===== src/rtl/wide_add_sequencer.sv =====
// wide_add_sequencer: W-bit add sequenced LSB-first through one external N-bit slice adder
// Optional signed overflow flag under macro WADD_SEQ_OVF_EN
module wide_add_sequencer #(
  parameter int W = 64,
  parameter int N = 16
) (
  input  logic         clk,
  input  logic         rst,
  input  logic         in_valid,
  output logic         in_ready,
  input  logic [W-1:0] in_a,
  input  logic [W-1:0] in_b,
  input  logic         in_cin,
  output logic [N-1:0] add_a,
  output logic [N-1:0] add_b,
  output logic         add_cin,
  input  logic [N-1:0] add_s,
  input  logic         add_cout,
  output logic         out_valid,
  input  logic         out_ready,
  output logic [W-1:0] out_sum,
  output logic         out_cout,
  output logic         out_ovf
);
  localparam int CHUNKS = W / N;
  localparam int CW = (CHUNKS > 1) ? $clog2(CHUNKS) : 1;
  typedef enum logic [1:0] {IDLE, RUN, DONE} state_t;
  state_t r_state, w_next;
  logic [CW-1:0] r_cnt;
  logic [CHUNKS-1:0][N-1:0] r_a, r_b, r_sum;
  logic r_cin, r_carry, w_last;
  assign w_last = r_cnt == CW'(CHUNKS - 1);
  always_comb begin
    w_next = (r_state == IDLE && in_valid) ? RUN :
             (r_state == RUN && w_last) ? DONE :
             (r_state == DONE && out_ready) ? IDLE : r_state;
    in_ready = (r_state == IDLE) && !rst;
    add_a = (r_state == RUN) ? r_a[r_cnt] : '0;
    add_b = (r_state == RUN) ? r_b[r_cnt] : '0;
    add_cin = (r_state == RUN) && ((r_cnt == '0) ? r_cin : r_carry);
    out_valid = r_state == DONE;
    out_sum = r_sum;
    out_cout = out_valid && r_carry;
  end
  always_ff @(posedge clk)
    if (rst) r_state <= IDLE;
    else r_state <= w_next;
`ifdef WADD_SEQ_OVF_EN
  logic r_ovf;
  assign out_ovf = out_valid && r_ovf;
`else
  assign out_ovf = 1'b0;
`endif
  always_ff @(posedge clk) begin
    if (rst) begin
      r_cnt <= '0;
      r_a <= '0;
      r_b <= '0;
      r_sum <= '0;
      r_cin <= 1'b0;
      r_carry <= 1'b0;
`ifdef WADD_SEQ_OVF_EN
      r_ovf <= 1'b0;
`endif
    end else if (r_state == IDLE && in_valid) begin
      r_cnt <= '0;
      r_a <= in_a;
      r_b <= in_b;
      r_cin <= in_cin;
    end else if (r_state == RUN) begin
      r_sum[r_cnt] <= add_s;
      r_carry <= add_cout;
      if (!w_last) r_cnt <= r_cnt + 1'b1;
`ifdef WADD_SEQ_OVF_EN
      // sign of the result comes straight from the MSB slice on its pass
      if (w_last) r_ovf <= (r_a[CHUNKS-1][N-1] == r_b[CHUNKS-1][N-1]) && (add_s[N-1] != r_a[CHUNKS-1][N-1]);
`endif
    end
  end
endmodule

===== config.mk =====
export PLATFORM = sky130hd
export DESIGN_NAME = wide_add_sequencer
export DESIGN_NICKNAME = d
export VERILOG_FILES = /design/src/rtl/wide_add_sequencer.sv
export SDC_FILE = /design/constraint.sdc
export NUM_CORES = 1
export LEC_CHECK = 0
export BUFFER_PORTS_ARGS = -buffer_cell sky130_fd_sc_hd__buf_2
export CELL_PAD_IN_SITES_DETAIL_PLACEMENT = 0
export CELL_PAD_IN_SITES_GLOBAL_PLACEMENT = 1
export CORE_UTILIZATION = 37
export CTS_CLUSTER_DIAMETER = 100
export CTS_CLUSTER_SIZE = 10
export DETAILED_ROUTE_END_ITERATION = 7
export PLACE_DENSITY = 0.84
export SETUP_SLACK_MARGIN = 0.05
export SKIP_CTS_REPAIR_TIMING = 1
export SYNTH_ARGS = -nofsm -noshare
export SYNTH_HDL_FRONTEND = slang
export SYNTH_SLANG_ARGS = --single-unit
export TNS_END_PERCENT = 30

===== constraint.sdc =====
create_clock -name clk -period 2.47 [get_ports clk]
set_input_delay 0.494 -clock clk [delete_from_list [all_inputs] [get_ports clk]]
set_output_delay 0.494 -clock clk [all_outputs]
set_load 0.01 [all_outputs]

Yosys cells after proc, flatten, opt, wreduce, memory -nomap -nowiden
Index checks and enable logic that the tools add are counted.

Flip-flop bits (word level): 198. Input port bits: 150. Output and inout bits: 101. Logic and storage cells: 53.

Add/subtract/negate cells: 1. Order comparisons: 2. Equality and inequality tests: 3. Multiplexer cells: 13. Bitwise operators: 2. Reductions and logical operators: 15.

Operator list (count): 16-bit 2-to-1 mux (5); 16-bit binary-select mux with 2-bit select (2); 64-bit bitwise mux (1); 16-bit demux with 2-bit select (1); 1-bit logical AND (7); 2-bit equality test (second input constant) (2); 2-bit zero test (2); 2-bit 2-to-1 mux (2); 2-bit AND reduction (2); 2-bit by 3-bit < comparator with 1-bit output (second input constant) (1); 3-bit nonzero test (1); 2-bit by 1-bit adder with 2-bit output (second input constant) (1); 2-bit by 1-bit equality test with 1-bit output (second input constant) (1); 2-bit by 1-bit greater-or-equal comparator with 1-bit output (second input constant) (1); 1-bit 2-to-1 mux (2); 1-bit inverter (2); 2-bit nonzero test (1); 2-bit OR reduction (1); 1-bit zero test (1).

Longest topological paths before layout
Depth in word-level cells: 5. Gate-level depth with buffers: 10. Mapped depth without buffers: 5.

Worst setup path after synthesis
Ideal clock, no wire load.

Path kind: register to output. Start: reg r_cnt[0]. End: out add_b[7]. Arrival: 1.450 ns. Data required time: 1.976 ns. Path slack: 0.526 ns. Stages on the path, launching flop included: 5. Path buffers: 2. Cell sequence: dfxtp_1 > buf_2 > buf_2 > mux4_2 > nor2b_1.

Longest elaborated chain between the ends: 3.

Ends and longest elaborated chain: start, declared (line 29) `logic [CW-1:0] r_cnt;`; start signal, assigned (line 73) `if (!w_last) r_cnt <= r_cnt + 1'b1;`; 16-bit binary-select mux with 2-bit select (line 39) `add_b = (r_state == RUN) ? r_b[r_cnt] : '0;`; 16-bit 2-to-1 mux (implied by the code) (line 39); 16-bit 2-to-1 mux (line 39); end, declared (line 15) `output logic [N-1:0] add_b,`.

Every way passes these cells. The select of a mux whose other input is x is not followed.

Worst setup path after layout
Start: reg r_cnt[0]. End: out add_b[2].

The elaborated chain is that of the path after synthesis.

==> metrics <==
fin util 48.24%; number of CTS-inserted buffers 17; Final setup viols 0; CTS tree built; min cycle time layout 2.324 ns; P per Cell Area 720.9 mW/mm2; Syn Inst Count 954; synth-to-layout area growth 27.78%; Avg Vias per Cell 4.883; Tot Pwr 0.007310 W; clk root buf clkbuf_16; die height 148.4 um; Max Freq 430.3 MHz; net switching power 0.001836 W; FF-to-FF End out_sum[21]; Initial Utilization 37.75%; vias in the first global route 6716; H-tree levels 4; Arr. time, crit path 1.83 ns; share of power burned in combinational logic 11.2%; gr usage total 20.21%; Clk pin slew, worst setup/hold paths 0.08 ns; Synth top area share 49.95%; Worst setup startpoint r_cnt[0]; row count 53; CTS Sinks 198; nature of the critical path endpoint output pin; Clock Latency Late Sink 0.42 ns; share of cells above drive strength 1 29.25%; CP Data Required Time 1.98 ns; Clock Skew 0.009507 ns; Netlist cell types 24; Synth area leaders dfxtp_1 50%, nand2_1 18%, a21oi_1 12%; Max Cap Viol 0; DRT antenna net count 0; Reg-to-Reg Start r_cnt[0]; total die area 0.02204 mm2; nets 1324; FILL cells 2110; worst-path fanout max 9; Routed WL per cell 15.55 um; Place WS 0.4385 ns; final worst-path cycle share 94.09%; detailed router's first-iteration violation count 291; Pleak 4.245 nW; grt ovf 0; status finished, final reports clean; Residual DRC 0; class of the worst hold path in -> reg; Placer Congestion 0.8008; synthesized flop and latch total 198; Register-to-Register Path Depth 6; vias 7134; largest net degree at the start of global routing 101; initial antenna violation count 3; buffers added on ports 249; Die X 148.4 um; Yosys top cell by area dfxtp_1; maximum clock path buffer count 2; Syn Area/Cell 8.318 um2; Worst slew margin 46.26%; Final Non-Filler Cells 1461; Crit Path Category reg -> out; yosys warns 0; sw frac 25.11%; worst setup path end add_b[2]; io pins 251; register area share after synthesis 49.95%; RSZ-0062 raised after global routing no; slew at the pin closest to its max-slew limit 0.8061 ns; Total Routed Length 22.71 mm; syn_nets 1108; post-DP HPWL 14.83 mm; Slew Limit Fails 0; Int Power 0.005474 W; synthesized area 0.007935 mm2; slack of the critical path 0.1461 ns; startpoint type of the worst setup path flip-flop; TritonRoute pass-1 iters 5; Hold Violations, Final 0; Worst R2R Setup Slack 0.63 ns; Seq pwr share 47.1%; global-route wire length before repair 34.98 mm; clock power share 41.7%; placed insts 1420; Max IR drop VDD 0.3945 mV; core box area 0.02102 mm2
-- cell type report --
class | count | area (um2) | area share, %
clock inverters | 14 | 211.5 | 2.085
well taps | 275 | 344.1 | 3.393
repair buffers | 274 | 1541 | 15.20
flip-flops and latches | 198 | 3971 | 39.17
diodes | 3 | 7.507 | 0.07404
multi-input cells | 676 | 3613 | 35.64
inverters | 3 | 11.26 | 0.1111
clock buffers | 18 | 439.2 | 4.331
-- cells in the mapped netlist --
master	number
mux4_2	32
nand2b_1	2
conb_1	1
nor3b_2	2
dfxtp_1	198
and2_1	1
o21ai_0	2
nor3_1	3
buf_4	7
xnor2_1	1
nand3b_1	2
nor2_1	2
ha_1	4
clkbuf_2	2
clkbuf_1	36
mux2i_1	3
a21oi_1	195
inv_1	3
and3b_1	4
nand3b_2	2
or3b_1	1
buf_2	32
nand2_1	386
nor2b_1	33
-- layout by cell type (no fill, tap or decap), types with 4 or more instances in the layout --
cell type / synthesis / layout
nor2b_1: 33 / 33
buf_2: 32 / 248
mux4_2: 32 / 32
ha_1: 4 / 4
and3b_1: 4 / 4
dfxtp_1: 198 / 196
buf_12: 0 / 5
clkbuf_16: 0 / 19
nand2_1: 386 / 386
buf_4: 7 / 17
bufinv_16: 0 / 4
a21oi_1: 195 / 195
clkinv_4: 0 / 4
-- critical path, cell delays in order (launching register included) --
cell	delay [ns]
dfxtp_4	0.42
clkbuf_16	0.20
mux4_2	0.49
nor2b_1	0.15
buf_2	0.15
-- sequential cells by signal, summed over array words and instances (netlist names) --
name,count
out_sum,64
r_a,64
r_b,64
r_cnt,2
r_state,2
r_carry,1
r_cin,1
-- routing by layer --
layer / vias up / wire, um / part of all wire [%] / GRT usage [%]
met1: 3303 / 10170 / 45 / 26.68
met5: - / 17 / 0.075 / 0
met4: 2 / 337 / 1.5 / 6.443
li1: 3573 / - / - / -
met3: 20 / 1368 / 6.0 / 5.337
met2: 236 / 10820 / 48 / 32.08
-- through the flow --
| step | cell area [um2] | setup TNS, ns | hold slack, ns |
|---|---|---|---|
| 2_1_floorplan | 7935 | 0 | 0.4331 |
| 3_3_place_gp | 9393 | 0 | 0.4382 |
| 3_5_place_dp | 9393 | 0 | 0.4440 |
| 4_1_cts | 10040 | -0.4881 | 0.2757 |
| 5_1_grt | 10130 | 0 | 0.2783 |
| 6_report | 10140 | 0 | 0.2968 |
-- cells by family after synthesis --
logic type / count (synthesis) / share of synthesized area [%]
AND/OR/NAND/NOR: 438 / 22.72
flip-flops: 198 / 49.95
AO/OA/AOI/OAI: 197 / 12.43
buffers and inverters: 80 / 4.651
multiplexers: 35 / 9.461
adder cells (fa/ha/maj): 4 / 0.6307
other: 1 / 0.04726
XOR/XNOR: 1 / 0.1104
-- power groups by stage --
stage                     Sequential (W)  Combinational (W)  Clock, W
after global placement           0.00351           0.000791         0
final                            0.00344           0.000817   0.00305
after detailed placement         0.00351           0.000801         0
after global routing             0.00346           0.000910   0.00328
after floorplan                  0.00349           0.000499         0
after CTS                        0.00344           0.000803   0.00313
-- how the worst min path moves through the flow --
stage | start | to | slack (ns) | depth (start not counted)
after floorplan | r_a[16] | r_a[16] | 0.43 | 2
after global placement | out_sum[52] | out_sum[52] | 0.44 | 2
after detailed placement | out_sum[17] | out_sum[17] | 0.44 | 2
after CTS | in_b[41] | r_b[41] | 0.28 | 3
after global routing | in_a[57] | r_a[57] | 0.28 | 3
final | in_b[41] | r_b[41] | 0.30 | 3
(Power assumes the default switching activity.)
